[config.mk]
export PLATFORM = sky130hd
export DESIGN_NAME = packet_buffer_arbiter
export DESIGN_NICKNAME = d
export VERILOG_FILES = /design/src/rtl/packet_buffer_arbiter.sv
export SDC_FILE = /design/constraint.sdc
export NUM_CORES = 1
export LEC_CHECK = 0
export ABC_AREA = 1
export CAP_MARGIN = 20
export CORE_AREA = 3 3 92 94
export DETAILED_ROUTE_END_ITERATION = 10
export DIE_AREA = 0 0 95 97
export PLACE_DENSITY_LB_ADDON = 0.08
export SYNTH_ARGS = -nofsm -noshare
export SYNTH_HDL_FRONTEND = slang
export SYNTH_SLANG_ARGS = --single-unit
[constraint.sdc]
create_clock -name clk -period 4 [get_ports clk]
set_input_delay 1 -clock clk [delete_from_list [all_inputs] [get_ports clk]]
set_output_delay 1 -clock clk [all_outputs]
set_load 0.01 [all_outputs]
[src/rtl/packet_buffer_arbiter.sv]
// Round-robin arbiter sharing one packet-buffer memory port between NUM_REQ
// router controllers. A winner is granted for a full burst of BURST_LEN beats
// with an incrementing (wrapping) address, then receives a burst_done pulse.
//
// state  | meaning
// -------+------------------------------------------------------------
// IDLE   | waiting for any read/write request, arbitrates round-robin
// GRANT  | grant asserted for one cycle before the first beat
// BURST  | BURST_LEN memory beats, grant held, requests ignored
// DONE   | grant dropped, burst_done pulsed, round-robin pointer advanced
//
// All outputs are registered; request inputs only influence the next state.
module packet_buffer_arbiter #(
    parameter int NUM_REQ    = 2,
    parameter int ADDR_WIDTH = 10,
    parameter int BURST_LEN  = 19,
    parameter int CNT_WIDTH  = 5
) (
    input  logic                          clk,
    input  logic                          rst_n,
    input  logic [NUM_REQ-1:0]            req_rd,
    input  logic [NUM_REQ-1:0]            req_wr,
    input  logic [NUM_REQ*ADDR_WIDTH-1:0] req_addr,
    output logic [NUM_REQ-1:0]            gnt_rd,
    output logic [NUM_REQ-1:0]            gnt_wr,
    output logic [NUM_REQ-1:0]            burst_done,
    output logic                          mem_en,
    output logic                          mem_we,
    output logic [ADDR_WIDTH-1:0]         mem_addr,
    output logic                          mem_last,
    output logic                          busy
);

    localparam int IDX_W = (NUM_REQ > 1) ? $clog2(NUM_REQ) : 1;
    localparam logic [CNT_WIDTH-1:0] LAST_BEAT = CNT_WIDTH'(BURST_LEN - 1);

    typedef enum logic [1:0] {
        S_IDLE  = 2'd0,
        S_GRANT = 2'd1,
        S_BURST = 2'd2,
        S_DONE  = 2'd3
    } state_t;

    state_t                 state;
    logic [IDX_W-1:0]       winner;
    logic [IDX_W-1:0]       last_winner;
    logic                   dir_wr;
    logic [ADDR_WIDTH-1:0]  base_addr;
    logic [CNT_WIDTH-1:0]   cnt;

    logic [NUM_REQ-1:0]     active;
    logic                   any_active;
    logic [IDX_W-1:0]       pick;
    logic [NUM_REQ-1:0]     pick_oh;
    logic [NUM_REQ-1:0]     win_oh;
    logic [CNT_WIDTH-1:0]   cnt_nxt;
    int                     j;

    // Round-robin search upward from last_winner+1 with wrap; also one-hot decodes
    always_comb begin
        active     = req_rd | req_wr;
        any_active = 1'b0;
        pick       = '0;
        j          = 0;
        for (int k = 1; k <= NUM_REQ; k++) begin
            j = int'(last_winner) + k;
            if (j >= NUM_REQ) begin
                j = j - NUM_REQ;
            end
            if (!any_active && active[j]) begin
                any_active = 1'b1;
                pick       = IDX_W'(j);
            end
        end
        pick_oh         = '0;
        pick_oh[pick]   = 1'b1;
        win_oh          = '0;
        win_oh[winner]  = 1'b1;
        cnt_nxt         = cnt + 1'b1;
    end

    // Sequencer: state, latched request context and registered outputs
    always_ff @(posedge clk or negedge rst_n) begin
        if (!rst_n) begin
            state       <= S_IDLE;
            winner      <= '0;
            last_winner <= IDX_W'(NUM_REQ - 1);
            dir_wr      <= 1'b0;
            base_addr   <= '0;
            cnt         <= '0;
            gnt_rd      <= '0;
            gnt_wr      <= '0;
            burst_done  <= '0;
            mem_en      <= 1'b0;
            mem_we      <= 1'b0;
            mem_addr    <= '0;
            mem_last    <= 1'b0;
            busy        <= 1'b0;
        end else begin
            case (state)
                S_IDLE: begin
                    if (any_active) begin
                        state     <= S_GRANT;
                        winner    <= pick;
                        dir_wr    <= req_wr[pick];
                        base_addr <= req_addr[pick*ADDR_WIDTH +: ADDR_WIDTH];
                        // write takes precedence when both directions are requested
                        gnt_wr    <= req_wr[pick] ? pick_oh : '0;
                        gnt_rd    <= req_wr[pick] ? '0 : pick_oh;
                        busy      <= 1'b1;
                    end
                end
                S_GRANT: begin
                    state    <= S_BURST;
                    cnt      <= '0;
                    mem_en   <= 1'b1;
                    mem_we   <= dir_wr;
                    mem_addr <= base_addr;
                    mem_last <= (BURST_LEN == 1);
                end
                S_BURST: begin
                    if (cnt == LAST_BEAT) begin
                        state      <= S_DONE;
                        mem_en     <= 1'b0;
                        mem_we     <= 1'b0;
                        mem_addr   <= '0;
                        mem_last   <= 1'b0;
                        gnt_rd     <= '0;
                        gnt_wr     <= '0;
                        burst_done <= win_oh;
                    end else begin
                        cnt      <= cnt_nxt;
                        // address wraps modulo 2^ADDR_WIDTH
                        mem_addr <= base_addr + ADDR_WIDTH'(cnt_nxt);
                        mem_last <= (cnt_nxt == LAST_BEAT);
                    end
                end
                S_DONE: begin
                    state       <= S_IDLE;
                    burst_done  <= '0;
                    busy        <= 1'b0;
                    last_winner <= winner;
                end
                default: begin
                    state <= S_IDLE;
                end
            endcase
        end
    end

endmodule

==> flow_summary.toml <==
[run_status]
status = "complete, no violations"

[worst_setup_path]
critical_path_class = "primary input to flip-flop"
startpoint_type = "primary input"
critPathMaxFanout = 13
end_kind = "flip-flop"
cp.required_ns = 4.17
crit_arrival_ns = 2.46

[detailed_routing]
drtIter0Drc = 81
final_antenna_net_count = 0
wl_per_cell_um = 13.0
firstDrtPassIters = 4
vias = 1917
drc = 0
vias_per_cell = 4.47
wl_um = 5570

[clocking]
tritoncts = "built"
numCtsBuffers = 5
cts_resized = 0
ctsHoldBuffers = 0
cts_max_level = 2
clk_latency_ns = 0.30
cts_buffer_depth = 2
clock-sinks = 40
root_buffer = "clkbuf_8"
cts_setup_buffers = 0
clk_pin_slew_ns = 0.08

[floorplan]
dieArea_um2 = 9220
die-height_um = 97
rows = 32
die_w_um = 95
start_util_pct = 29.7
pin_count = 46
core_region_area_um2 = 7730

[sta]
fin_crit_sh_pct = 57.3
clock_skew_ns = 0.0122
finalSetupTns_ns = 0
worstMarginPinSlew_ns = 0.930
slew_headroom_pct = 38.0
finalSetupViolCount = 0
rsz0062_at_grt = "no"
fin_crit_ns = 2.29
final_hold_viol_count = 0
finalMaxSlewViolations = 0
fmax_mhz = 436

[final_layout]
fillers = 795
layoutNonFillerInstCount = 429
antennaDiodeCount = 0
layout_commonest_cell = "nand2_1"
nets = 366
area_growth_pct = 26.2
drive_above_1_share_pct = 9.48
final_cell_mix = "nand2_1, clkdlybuf4s50_1, dfrtp_1"
post-route-util_pct = 37.5

[global_route]
grt_pass1_vias = 1850
met1_usage_pct = 19.8
grt_pass1_wl_um = 9560
grt_usage_pct = 13.2
met3_usage_pct = 3.19
antenna_found_initial = 0
grt_max_degree = 41
grt-busiest-layer = "met1"
gr-total-overflow = 0
met2_usage_pct = 18.8

[hold_path]
min_path_type = "flip-flop to flip-flop"

[yosys]
synth_seq_cells = 40
syn_inst = 281
ys_seq_area_share_pct = 43.7
ys_types = 29
ys.warnings.count = 0
syn_area_per_cell_um2 = 8.17
mappedNetlistArea_um2 = 2290
syn_nets = 321

[placed_design]
dp.cells = 421
dp_hpwl_um = 4130
gp_congestion = 0.790
io_buffers = 45

[power]
power_per_cell_area_nw_per_um2 = 785
ir_drop_uv = 294
p_leak_uw = 0.00138

[job]
cap_violations = 0
## registers in the layout, summed over array words and instances (netlist names), 2 cells and up
signal and count:
burst_done 2, mem_addr 10, state 2, base_addr 10
gnt_wr 2, cnt 5, gnt_rd 2
## cell families (layout without fill, tap and decap cells)
group,count (synthesis),in the layout,synth area share (%)
AOI/OAI and AO/OA,52,52,12.3
DFF,40,40,43.7
xor gates and xnor gates,3,3,1.15
adders and majority gates,14,14,7.96
buffers and inverters,45,91,9.16
and+or+nand+nor,127,127,25.8
## synthesized netlist by cell type (all sizes together)
cell / count / area [um2]
dfrtp: 39 / 976
a21oi: 12 / 60.1
nand4: 3 / 18.8
o22ai: 8 / 50.1
xor2: 3 / 26.3
nand3b: 2 / 15.0
o22a: 1 / 8.76
nor3: 2 / 21.3
buf: 6 / 61.3
nor2: 29 / 138
clkbuf: 1 / 3.75
ha: 13 / 163
fa: 1 / 20.0
inv: 38 / 145
o21ai: 31 / 163
nand2: 71 / 294
dfstp: 1 / 26.3
nand3: 20 / 105
## metrics by stage
stage               total power (uW)  cell area [um2]  setup slack (ns)  hold WS, ns
floorplan                       1620             2290              2.13        0.460
global placement                2010             2800              1.46        0.462
detailed placement              2010             2800              1.37        0.464
CTS                             2310             2900              1.69        0.485
global route                    2530             2900              1.54        0.516
finish                          2270             2900              1.71        0.476
## metal layers
layer  vias to the layer above  wire length [um]
met1                       862              2930
li1                       1000                 -
met4                         0                72
met2                        49              2270
met3                         6               297
met5                         -                 0
## report_power, final
group	switching (uW)	internal, uW
logic	757	507
clock network	147	138
registers	135	588
## worst paths after layout
check | start | endpoint | slack, ns | depth (start not counted)
setup / recovery | req_wr[0] | base_addr[1] | 1.71 | 7
hold / removal | mem_en | mem_en | 0.48 | 2
setup reg to reg | cnt[0] | mem_addr[7] | 1.87 | 13
hold reg to reg | mem_en | mem_en | 0.48 | 2
max in group asynchronous | rst_n | base_addr[0] | 2.58 | 1
min in group asynchronous | rst_n | burst_done[1] | 0.84 | 1
## cell type report
type | count | area, um2 | area share, %
clock buffers | 6 | 82.6 | 2.85
flip-flops and latches | 40 | 1000 | 34.6
repair buffers | 45 | 445 | 15.4
multi-input cells | 196 | 1080 | 37.4
inverters | 38 | 145 | 5.01
well taps | 102 | 128 | 4.41
clock inverters | 2 | 10.0 | 0.346
## worst max-delay path, stage by stage
cell and delay, ns:
clkdlybuf4s50_1 0.43, nor2_2 0.15, nor2_1 0.08, nor2_2 0.37, inv_2 0.21, nor2_1 0.13
o22ai_1 0.09
Note: power is estimated with default switching activity, not from simulation.
==> RTL edit 1: new RTL, same flow settings <==
The parameter `ADDR_WIDTH` goes from 10 to 9.
--- a/src/rtl/packet_buffer_arbiter.sv
+++ b/src/rtl/packet_buffer_arbiter.sv
@@ -13,5 +13,5 @@
 module packet_buffer_arbiter #(
     parameter int NUM_REQ    = 2,
-    parameter int ADDR_WIDTH = 10,
+    parameter int ADDR_WIDTH = 9,
     parameter int BURST_LEN  = 19,
     parameter int CNT_WIDTH  = 5
Ports: changed (resized mem_addr and req_addr); port bits go from 46 to 43. No check against the original RTL was run, so the function may have changed too.
==> RTL edit 1 against the unedited design <==
- setup slack got worse by 0.024 ns
- total power decreased by 3.8%
- final area decreased by 4.8%
- synthesized area is 5.5% lower
- wire length down 1.8%
- sequential cell count shrank 2
- sequential power decreased by 5.5%
- sequential share of layout area decreased by 0.071 points
- final cell count fell by 2.3%
- largest power group unchanged
==> RTL edit 1: results (changes against the unedited design) <==
Max IR drop VDD=0.207 mV (-30%); layout cells sized above 1=7.57% (-1.9 points); DR pass1 iterations=6 (+2); Post-Syn Nets=310 (-3.4%); CP peak stage delay=0.45 ns (+0.02 ns); Critical Path AT=2.49 ns (+0.03 ns); postcts setup bufs=0 (unchanged); post-synthesis sequential area ratio=43.9% (+0.21 points); post-place setup slack=1.34 ns (-0.0336 ns); Placed Cells=411 (-2.4%); Wirelength per Cell=13.0 microns (+0.55%); top post-synthesis cells by area=dfrtp_1, nand2_1, ha_1; status=complete, no violations; Regs by FF count=base_addr: 9 flops, mem_addr: 9 flops, cnt: 5 flops; actual slew at the worst max-slew pin=0.874 ns (-0.0555 ns); Post-DP Area=2670 sq um (-4.7%); average vias per placed instance=4.35 (-2.7%); vias in the first global route=1736 (-6.2%); Worst Skew=0.00842 ns (-0.00373 ns); largest net degree at the start of global routing=39 (-4.9%); Finished Layout Cells=419 (-2.3%); fin nets=354 (-3.3%); dpl hpwl=4060 microns (-1.6%); PortBufs=42 (-6.7%); count of cell types in the netlist=30 (+3.4%); Leak=1.31 nW (-5.1%); syn avg cell area=7.98 sq um (-2.3%); Fill cells=798 (+0.38%); Pint=1.17 mW (-4.7%); First DRT Iteration DRCs=63 (-22%); global-route usage over all layers=12.9% (-0.31 points)
==> RTL edit 1: changes by cell type in the layout (fill, tap and decap cells not counted), moves of 2 or more <==
cell             unedited run  this run
o21ai_2                     2         0
dfrtp_1                    39        37
nand2_1                    66        61
inv_2                       5         3
a21oi_1                    12        10
clkdlybuf4s50_1            44        41
nand3_1                    19        16
nor2_1                     23        20
inv_1                      32        42
o21ai_0                    22        24
==> RTL edit 1: stage by stage <==
step / utilization [%] / hold slack, ns
floorplan: - / 0.460
global placement: 34.6 / 0.458
detailed placement: 34.6 / 0.465
CTS: 35.7 / 0.484
global route: 35.7 / 0.497
finish: 35.7 / 0.484
==> RTL edit 1: power groups by stage <==
stage | registers (mW) | logic (mW) | clock network [mW]
final | 0.683 | 1.23 | 0.275
after global routing | 0.708 | 1.42 | 0.298
after floorplan | 0.694 | 0.828 | 0
after CTS | 0.686 | 1.25 | 0.283
after detailed placement | 0.692 | 1.24 | 0
after global placement | 0.692 | 1.24 | 0
==> RTL edit 1: worst paths after layout <==
check / cells past startpoint / start / to / slack, ns
setup reg to reg: 9 / state[0]$_DFFE_PN0P_ / mem_addr[5]$_DFFE_PN0P_ / 1.79
hold / removal: 2 / mem_en$_DFFE_PN0P_ / mem_en$_DFFE_PN0P_ / 0.48
min in group asynchronous: 1 / rst_n / mem_addr[6]$_DFFE_PN0P_ / 0.81
setup / recovery: 7 / req_wr[0] / base_addr[1]$_DFFE_PN0P_ / 1.69
hold reg to reg: 2 / mem_en$_DFFE_PN0P_ / mem_en$_DFFE_PN0P_ / 0.48
max in group asynchronous: 1 / rst_n / cnt[1]$_DFFE_PN0P_ / 2.64
==> RTL edit 1: routing by layer <==
layer  global-route usage, %  routed length [microns]
met3                    3.11                      225
met1                    18.5                     2780
met4                    3.66                       71
met5                       0                        0
met2                    19.2                     2390
==> RTL edit 1: logic make-up (layout without fill, tap and decap cells) <==
group | after synthesis | count (layout) | synth area share [%]
adder cells (fa/ha/maj) | 14 | 14 | 8.42
buffers and inverters | 51 | 96 | 9.92
flip-flops | 38 | 38 | 43.9
AND/OR/NAND/NOR | 113 | 113 | 23.0
AO/OA/AOI/OAI | 52 | 52 | 13.2
XOR/XNOR | 4 | 4 | 1.62
==> RTL edit 1: final cells by class <==
class | instances | area [sq um] | share of cell area [%]
multi-input cells | 183 | 1000 | 36.4
flip-flops and latches | 38 | 952 | 34.5
well taps | 102 | 128 | 4.63
clock buffers | 6 | 72.6 | 2.63
clock inverters | 2 | 13.8 | 0.499
repair buffers | 42 | 415 | 15.1
inverters | 46 | 173 | 6.26
==> RTL edit 1: worst register-to-register path, delay by kind of cell (launching register included) <==
family | cells | cell delay, ns
buffers and inverters | 4 | 0.72
AND/OR/NAND/NOR | 4 | 0.50
adder cells (fa/ha/maj) | 1 | 0.48
flip-flops | 1 | 0.41
==> RTL edit 2: new RTL, same flow settings <==
Without the edit above. Reset style: synchronous (`rst_n`), changed in one clocked block.
--- a/src/rtl/packet_buffer_arbiter.sv
+++ b/src/rtl/packet_buffer_arbiter.sv
@@ -81,5 +81,5 @@
 
     // Sequencer: state, latched request context and registered outputs
-    always_ff @(posedge clk or negedge rst_n) begin
+    always_ff @(posedge clk) begin
         if (!rst_n) begin
             state       <= S_IDLE;
Check against the original RTL: differs if rst_n is asserted again (counterexample within 4 cycles, from zero or initial values and one cycle with rst_n low); with rst_n held inactive, the same outputs for 10 cycles.
==> RTL edit 2 against the unedited design <==
- wire length rose by 3.7%
- total power fell by 21%
- sequential cell count did not move
- setup slack got worse by 0.11 ns
- final cell count rose by 4.4%
- first-iteration DRC count fell by 11%
- clock power fell by 3%
- synthesized area fell by 3.5%
- final area fell by 2.5%
- maximum frequency fell by 4.4%
- critical path type unchanged
- critical endpoint is now last_winner$_SDFFE_PN1P_
==> RTL edit 2: results (changes against the unedited design) <==
status=complete, no violations; Psw=0.795 mW (-23%); Worst slew margin=54.0% (+16 points); Worst Skew=0.00856 ns (-0.00359 ns); Post-synth ARST share=0% (-100 points); Hold Worst Slack=0.468 ns (-0.00873 ns); WHS Endpoint=mem_addr[8]$_SDFFE_PN0P_; CP required=4.18 ns (about the same); count of cell types in the netlist=37 (+28%); adder-cell share of the synthesized area=8.25% (+0.29 points); ys flop type=dfxtp_1; Post-Syn Nets=341 (+6.2%); Seq power=0.609 mW (-16%); post-place setup slack=1.28 ns (-0.0939 ns); Worst Setup EP=last_winner$_SDFFE_PN1P_; layout cells sized above 1=7.80% (-1.7 points); Worst Reg2Reg Path Length in Cells=11 (-2); HP Start=mem_addr[8]$_SDFFE_PN0P_; top post-synthesis cells by area=dfxtp_1, a21oi_1, nand2_1; Critical Path Source=rst_n; most frequent cells after synthesis=nand2_1, a21oi_1, dfxtp_1, inv_1, nor2_1; R2R Path Start=cnt[0]$_SDFFE_PN0P_; average vias per placed instance=4.52 (+1.1%); Max IR drop VDD=0.246 mV (-16%); Critical Path AT=2.58 ns (+0.12 ns); Sw Ratio=44.2% (-1.6 points); Fill cells=801 (+0.75%)
[RTL edit 2: cell types whose count changed in the layout (fill, tap and decap cells not counted), sizes merged, moves of 3 or more]
cell,change
nor2,+3
dfrtp,-39
o21ai,-3
inv,-4
nand2,-11
a21oi,+34
o22ai,-8
dfxtp,+40
[RTL edit 2: layout make-up]
cell class	instances	area, sq um	area share [%]
clock buffer	7	76.3	2.70
clock inverter	1	8.76	0.310
inverter	37	143	5.05
multi-input combinational	214	1200	42.6
sequential	40	801	28.4
tap	102	128	4.52
timing repair buffer	47	465	16.5
[RTL edit 2: metal layers]
layer | GRT usage, % | wire (microns)
met1 | 19.7 | 2980
met2 | 20.1 | 2500
met4 | 3.66 | 70
met5 | 0 | 0
met3 | 3.03 | 228
[RTL edit 2: worst max-delay path, cell delays in order]
cell and delay (ns):
clkdlybuf4s50_1 0.46, buf_4 0.22, clkinv_1 0.36, buf_4 0.33, a21oi_1 0.11, o21ai_0 0.09
